**config.mk**
```make
export PLATFORM = sky130hd
export DESIGN_NAME = kbd_event_disp_flat
export DESIGN_NICKNAME = d
export VERILOG_FILES = /design/src/rtl/kbd_pkg.sv /design/src/rtl/kbd_event_disp_if.sv /design/src/rtl/hex7seg.sv /design/src/rtl/kbd_event_disp.sv /design/src/flat_wrapper.sv
export SDC_FILE = /design/constraint.sdc
export NUM_CORES = 1
export LEC_CHECK = 0
export ABC_AREA = 1
export CAP_MARGIN = 20
export CORE_ASPECT_RATIO = 0.6
export CORE_UTILIZATION = 45
export CTS_CLUSTER_SIZE = 24
export DETAILED_ROUTE_END_ITERATION = 10
export PLACE_DENSITY = 0.86
export SLEW_MARGIN = 20
export SYNTH_ARGS = -nofsm -noshare
export SYNTH_HDL_FRONTEND = slang
export SYNTH_SLANG_ARGS = --single-unit
export TNS_END_PERCENT = 1
```
**constraint.sdc**
```tcl
create_clock -name clk -period 1.5 [get_ports clk]
set_input_delay 0.3 -clock clk [delete_from_list [all_inputs] [get_ports clk]]
set_output_delay 0.3 -clock clk [all_outputs]
set_load 0.01 [all_outputs]
```
**src/rtl/kbd_pkg.sv**
```systemverilog
// Shared types and constants for the PS/2 set-2 key event display.
package kbd_pkg;

  typedef enum logic [1:0] {
    ST_IDLE    = 2'd0,
    ST_EXT     = 2'd1,
    ST_BRK     = 2'd2,
    ST_EXT_BRK = 2'd3
  } kbd_state_e;

  localparam logic [7:0] KBD_PREFIX_EXT = 8'hE0;
  localparam logic [7:0] KBD_PREFIX_BRK = 8'hF0;
  localparam logic [7:0] SEG_BLANK      = 8'hFF;

endpackage

```
**src/rtl/kbd_event_disp_if.sv**
```systemverilog
// Scan-code byte stream from the PS/2 receiver into the event display.
// Handshake: code is meaningful only in a cycle with code_valid=1; there is no
// ready, the sink takes every valid byte.
interface kbd_event_disp_if;
  logic       code_valid;
  logic [7:0] code;

  modport master (output code_valid, output code);
  modport slave  (input  code_valid, input  code);
endinterface

```
**src/rtl/hex7seg.sv**
```systemverilog
// Nibble to 7-segment decode; active-low, bit0..6 = a..g, bit7 = dp (off).
module hex7seg (
  input  logic [3:0] nib,
  output logic [7:0] seg_n
);
  always_comb begin
    seg_n = 8'hFF;
    case (nib)
      4'h0: seg_n = 8'hC0;
      4'h1: seg_n = 8'hF9;
      4'h2: seg_n = 8'hA4;
      4'h3: seg_n = 8'hB0;
      4'h4: seg_n = 8'h99;
      4'h5: seg_n = 8'h92;
      4'h6: seg_n = 8'h82;
      4'h7: seg_n = 8'hF8;
      4'h8: seg_n = 8'h80;
      4'h9: seg_n = 8'h90;
      4'hA: seg_n = 8'h88;
      4'hB: seg_n = 8'h83;
      4'hC: seg_n = 8'hC6;
      4'hD: seg_n = 8'hA1;
      4'hE: seg_n = 8'h86;
      4'hF: seg_n = 8'h8E;
      default: seg_n = 8'hFF;
    endcase
  end
endmodule

```
**src/rtl/kbd_event_disp.sv**
```systemverilog
// PS/2 set-2 parser: tracks the held key and a press counter, and drives
// registered 7-segment bytes for key (2 digits) and counter.
module kbd_event_disp
  import kbd_pkg::*;
#(
  parameter int CNT_DIGITS       = 2,
  parameter bit BLANK_ON_RELEASE = 1'b1,
  parameter bit SEG_ACTIVE_LOW   = 1'b1
) (
  input  logic                      clk,
  input  logic                      rst,
  kbd_event_disp_if.slave           kin,
  output logic [7:0]                key_code,
  output logic                      key_ext,
  output logic                      pressed,
  output logic [4*CNT_DIGITS-1:0]   count,
  output logic [8*(2+CNT_DIGITS)-1:0] seg,
  output kbd_state_e                state_dbg
);
  localparam int NDIG = 2 + CNT_DIGITS;
  localparam int CW   = 4 * CNT_DIGITS;
  localparam logic [CW-1:0] CNT_ONE  = CW'(1);
  localparam logic [7:0]    POL_MASK = SEG_ACTIVE_LOW ? 8'h00 : 8'hFF;

  kbd_state_e      state_q, state_d;
  logic [7:0]      key_q, key_d;
  logic            ext_q, ext_d;
  logic            pressed_q, pressed_d;
  logic [CW-1:0]   count_q, count_d;
  logic [8*NDIG-1:0] seg_q, seg_d, seg_rst;

  logic       is_ext, is_brk, hit_held;
  logic       code_ext;
  always_comb begin
    is_ext   = (kin.code == KBD_PREFIX_EXT);
    is_brk   = (kin.code == KBD_PREFIX_BRK);
    code_ext = (state_q == ST_EXT) || (state_q == ST_EXT_BRK);
    hit_held = ({code_ext, kin.code} == {ext_q, key_q});
  end

  always_comb begin
    state_d   = state_q;
    key_d     = key_q;
    ext_d     = ext_q;
    pressed_d = pressed_q;
    count_d   = count_q;
    if (kin.code_valid) begin
      case (state_q)
        ST_IDLE, ST_EXT: begin
          if (is_brk) begin
            state_d = (state_q == ST_EXT) ? ST_EXT_BRK : ST_BRK;
          end else if (is_ext) begin
            state_d = ST_EXT;
          end else begin
            state_d = ST_IDLE;
            // A make of the key already held is typematic repeat: no change.
            if (!(pressed_q && hit_held)) begin
              key_d     = kin.code;
              ext_d     = code_ext;
              pressed_d = 1'b1;
              count_d   = count_q + CNT_ONE;
            end
          end
        end
        default: begin
          if (!is_ext && !is_brk) begin
            state_d = ST_IDLE;
            if (hit_held) pressed_d = 1'b0;
          end
        end
      endcase
    end
  end

  logic [3:0] nib [NDIG];
  logic [7:0] raw [NDIG];

  for (genvar i = 0; i < NDIG; i++) begin : g_dig
    if (i < 2) begin : g_key
      assign nib[i] = key_q[4*i +: 4];
      assign seg_d[8*i +: 8] =
        ((BLANK_ON_RELEASE && !pressed_q) ? SEG_BLANK : raw[i]) ^ POL_MASK;
      assign seg_rst[8*i +: 8] = SEG_BLANK ^ POL_MASK;
    end else begin : g_cnt
      assign nib[i] = count_q[4*(i-2) +: 4];
      assign seg_d[8*i +: 8]   = raw[i] ^ POL_MASK;
      assign seg_rst[8*i +: 8] = 8'hC0 ^ POL_MASK;
    end
    hex7seg u_hex7seg (.nib(nib[i]), .seg_n(raw[i]));
  end

  always_ff @(posedge clk) begin
    if (rst) begin
      state_q   <= ST_IDLE;
      key_q     <= 8'h00;
      ext_q     <= 1'b0;
      pressed_q <= 1'b0;
      count_q   <= '0;
      seg_q     <= seg_rst;
    end else begin
      state_q   <= state_d;
      key_q     <= key_d;
      ext_q     <= ext_d;
      pressed_q <= pressed_d;
      count_q   <= count_d;
      seg_q     <= seg_d;
    end
  end

  assign key_code  = key_q;
  assign key_ext   = ext_q;
  assign pressed   = pressed_q;
  assign count     = count_q;
  assign seg       = seg_q;
  assign state_dbg = state_q;
endmodule
```
**src/flat_wrapper.sv**
```systemverilog
// flat-port wrapper written by rule: the top's interface ports become plain ports
module kbd_event_disp_flat import kbd_pkg::*;
#(
  parameter int CNT_DIGITS       = 2,
  parameter bit BLANK_ON_RELEASE = 1'b1,
  parameter bit SEG_ACTIVE_LOW   = 1'b1
)
  (clk, rst, key_code, key_ext, pressed, count, seg, state_dbg, kin_code_valid, kin_code);
  kbd_event_disp_if kin_i ();
  input  logic clk;
  input  logic rst;
  output logic [7:0] key_code;
  output logic key_ext;
  output logic pressed;
  output logic [4*CNT_DIGITS-1:0] count;
  output logic [8*(2+CNT_DIGITS)-1:0] seg;
  output kbd_state_e state_dbg;
  input wire logic [$bits(kin_i.code_valid)-1:0] kin_code_valid;
  input wire logic [$bits(kin_i.code)-1:0] kin_code;
  assign kin_i.code_valid = kin_code_valid;
  assign kin_i.code = kin_code;
  kbd_event_disp #(.CNT_DIGITS(CNT_DIGITS), .BLANK_ON_RELEASE(BLANK_ON_RELEASE), .SEG_ACTIVE_LOW(SEG_ACTIVE_LOW)) u_core (.clk(clk), .rst(rst), .kin(kin_i), .key_code(key_code), .key_ext(key_ext), .pressed(pressed), .count(count), .seg(seg), .state_dbg(state_dbg));
endmodule
```
==> reports/metrics.cfg <==
[run_status]
status=complete, but fails checks
violations=negative setup slack

[clocking]
cts_max_level=2
cts.reportedPaths.clkPinSlew_ps=100
cts_hold_buf=0
cts.sinks=48
cts.path.max_buffers=2
numCtsBuffers=5
worstSkewPairLatency_ps=310
tritoncts=yes
clock-root-buffer=clkbuf_8

[place]
hpwlAfterDp_mm=5.37
portBuffers=58
dpl_worst_slack_ps=-439
place.gp.congestion=0.898
placed_cells=529

[floorplanning]
die_h_um=61.8
placementRows=21
io_pins=63
chipWidth_um=102
die-area_um2=6280
start_util_pct=47.5
fp.coreArea_um2=5650

[finish]
layout-drive-gt1-share_pct=21.2
syn2layout_area_growth_pct=43.1
nets=492
fin_cells=538
n_antenna_cell=0
postLayoutCoreUtil_pct=67.9

[pwr]
p_switching_mw=0.889
seqPwrFrac_pct=45.6
swShare_pct=29.3
p_comb_share_pct=22.4
power.share.clock_pct=32.0
power_mw=3.03
p_int_mw=2.15
ir_worst_vdd_mv=0.359
power_leakage_nw=1.79
p_per_area_nw_per_um2=791

[worst_setup_path]
required_ps=1740
crit_top_cell=nand2_1
critPathMaxStageDelay_ps=380
critical_path_class=flip-flop to flip-flop
cp-end-kind=flip-flop
crit_buf_inv=2
startpoint_type=flip-flop
critPathSlowestCell=dfxtp_4
crit_arrival_ps=1750
cp_cell_sequence=inv_2 -> nand2_1 -> nand2_1 -> nor2_2 -> nand2_2 -> nor2_4 -> nand3_4 -> buf_4 -> nand3_1 -> nand2_1 -> nor2_1
critPathTopFamily=simple AND/OR/NAND/NOR gates
crit_fanout=4

[routing]
wl_per_cell_um=14.4
dr.pass1.iters=5
initialDrtViolationCount=275
ant_nets=0
routed_wl_mm=7.73
drcViolationCount=0
dr_total_vias=2784
viasPerCell=5.17

[timing]
whs_ps=400
finalHoldViolations=0
rsz0062_at_grt=true
final_max_slew_viol_count=0
layout_min_cycle_time_ps=1510
setup_viol=2
finalWorstSetupSlack_ps=-5.95
post-route-period-util_pct=100
skew_ps=6.32
max_freq_mhz=664

[global_route]
grt_use_total_pct=24.3
overflow=0
antenna_found_initial=0
grt_pass1_vias=2441
grt_pass1_wl_mm=11.6
grt_max_degree=17

[yosys]
ys_seq_elements=48
synthCells=359
yosysWarnings=0
yosysUniqueCellTypes=36
yosysSeqAreaShare_pct=35.8
syn-cell-area_um2=2680
synth.avg_cell_area_um2=7.47

[run]
drv_cap=0

[worst_hold_path]
hold_class=primary input to flip-flop

[worst min-delay path, stage by stage]
cell and delay (ps):
dlymetal6s2s_1 160, a21oi_1 150, nor3_1 60
[state kept, by name, summed over array words and instances, names as in the netlist]
name              flops
u_core.state_dbg      2
u_core.key_ext        1
u_core.seg           28
u_core.count          8
u_core.pressed        1
u_core.key_code       8
[stage by stage]
stage | TNS (ps) | cell area (um^2)
after floorplan | 0 | 2700
after global placement | -6050 | 3650
after detailed placement | -7360 | 3650
after CTS | -697 | 3760
after global routing | -1070 | 3840
final | -11.3 | 3840
[logic make-up after synthesis]
group,synth area share (%)
AO/OA/AOI/OAI,12.9
XOR/XNOR,2.29
adder cells (fa/ha/maj),11.2
buffers and inverters,10.5
flip-flops,35.8
other,0.140
AND/OR/NAND/NOR,27.1
[power by group through the flow]
stage	registers (mW)	clock network (mW)	logic (mW)
finish	1.38	0.972	0.680
global route	1.39	1.02	0.747
CTS	1.38	0.968	0.655
detailed placement	1.41	0	0.667
global placement	1.41	0	0.643
floorplan	1.45	0	0.308
[layer usage]
metal	part of all wire (%)	routed length, um	global-route usage, %	vias up
met5	0	0	0	-
li1	-	-	-	1358
met1	44	3400	32.7	1271
met2	46	3540	39.7	139
met3	8.4	646	4.70	16
met4	1.8	141	8.70	0
[what timing repair did]
action,in CTS,in global routing
gates resized for setup,40,28
pin swaps,1,4
setup endpoints to repair,37,28
buffers inserted,0,1
[layout make-up]
cell class	count	area (um^2)
multi-input cells	253	1490
well taps	80	100
clock buffers	5	68.8
flip-flops and latches	48	983
inverters	42	165
clock inverters	3	42.5
fillers	409	1810
repair buffers	107	985
[synthesized netlist by cell type, drive strengths merged]
| library cell | number | area (um^2) |
|---|---|---|
| nand2 | 71 | 274 |
| dfxtp | 48 | 961 |
| nor2 | 44 | 175 |
| inv | 42 | 163 |
| nand3 | 27 | 153 |
| a21oi | 24 | 120 |
| ha | 24 | 300 |
| clkbuf | 11 | 45.1 |
| nor3 | 11 | 66.3 |
| o21ai | 11 | 55.1 |
| buf | 8 | 75.1 |
| a211oi | 6 | 45.0 |
| nand4 | 5 | 37.5 |
| o211ai | 5 | 37.5 |
| xor2 | 4 | 35.0 |
| a31oi | 3 | 18.8 |
| o2111ai | 3 | 26.3 |
| xnor2 | 3 | 26.3 |
| nand3b | 2 | 15.0 |
| o311ai | 2 | 17.5 |
| a221oi | 1 | 8.76 |
| a311oi | 1 | 8.76 |
| conb | 1 | 3.75 |
| o221ai | 1 | 8.76 |
| or2 | 1 | 6.26 |
[cell usage in the layout (no fill, tap or decap), types with 5 or more instances in the layout]
cell             netlist  routed
nor2_2                 1       7
clkdlybuf4s50_1        0      25
nor2_1                42      36
a211oi_1               6       6
a21oi_1               24      21
ha_1                  24      24
dlymetal6s2s_1         0       8
inv_2                  3       6
o21ai_0               11      11
inv_1                 37      34
clkbuf_8               0       5
nand3_1               25      25
nor3_1                10       9
dlygate4sd2_1          0      24
dfxtp_1               48      36
buf_4                  4      44
nand2_1               70      69
dfxtp_2                0       9
o211ai_1               5       5
[final timing paths]
check	startpoint	end	slack (ps)	cells after the start
worst max-delay path	u_core.state_dbg[0]	u_core.key_code[7]	-6	11
worst min-delay path	kin_code[4]	u_core.state_dbg[1]	400	3
worst max register to register	u_core.state_dbg[0]	u_core.key_code[7]	-6	11
worst min register to register	u_core.count[3]	u_core.count[3]	510	2
No activity file was read; power rests on OpenSTA's default activity.
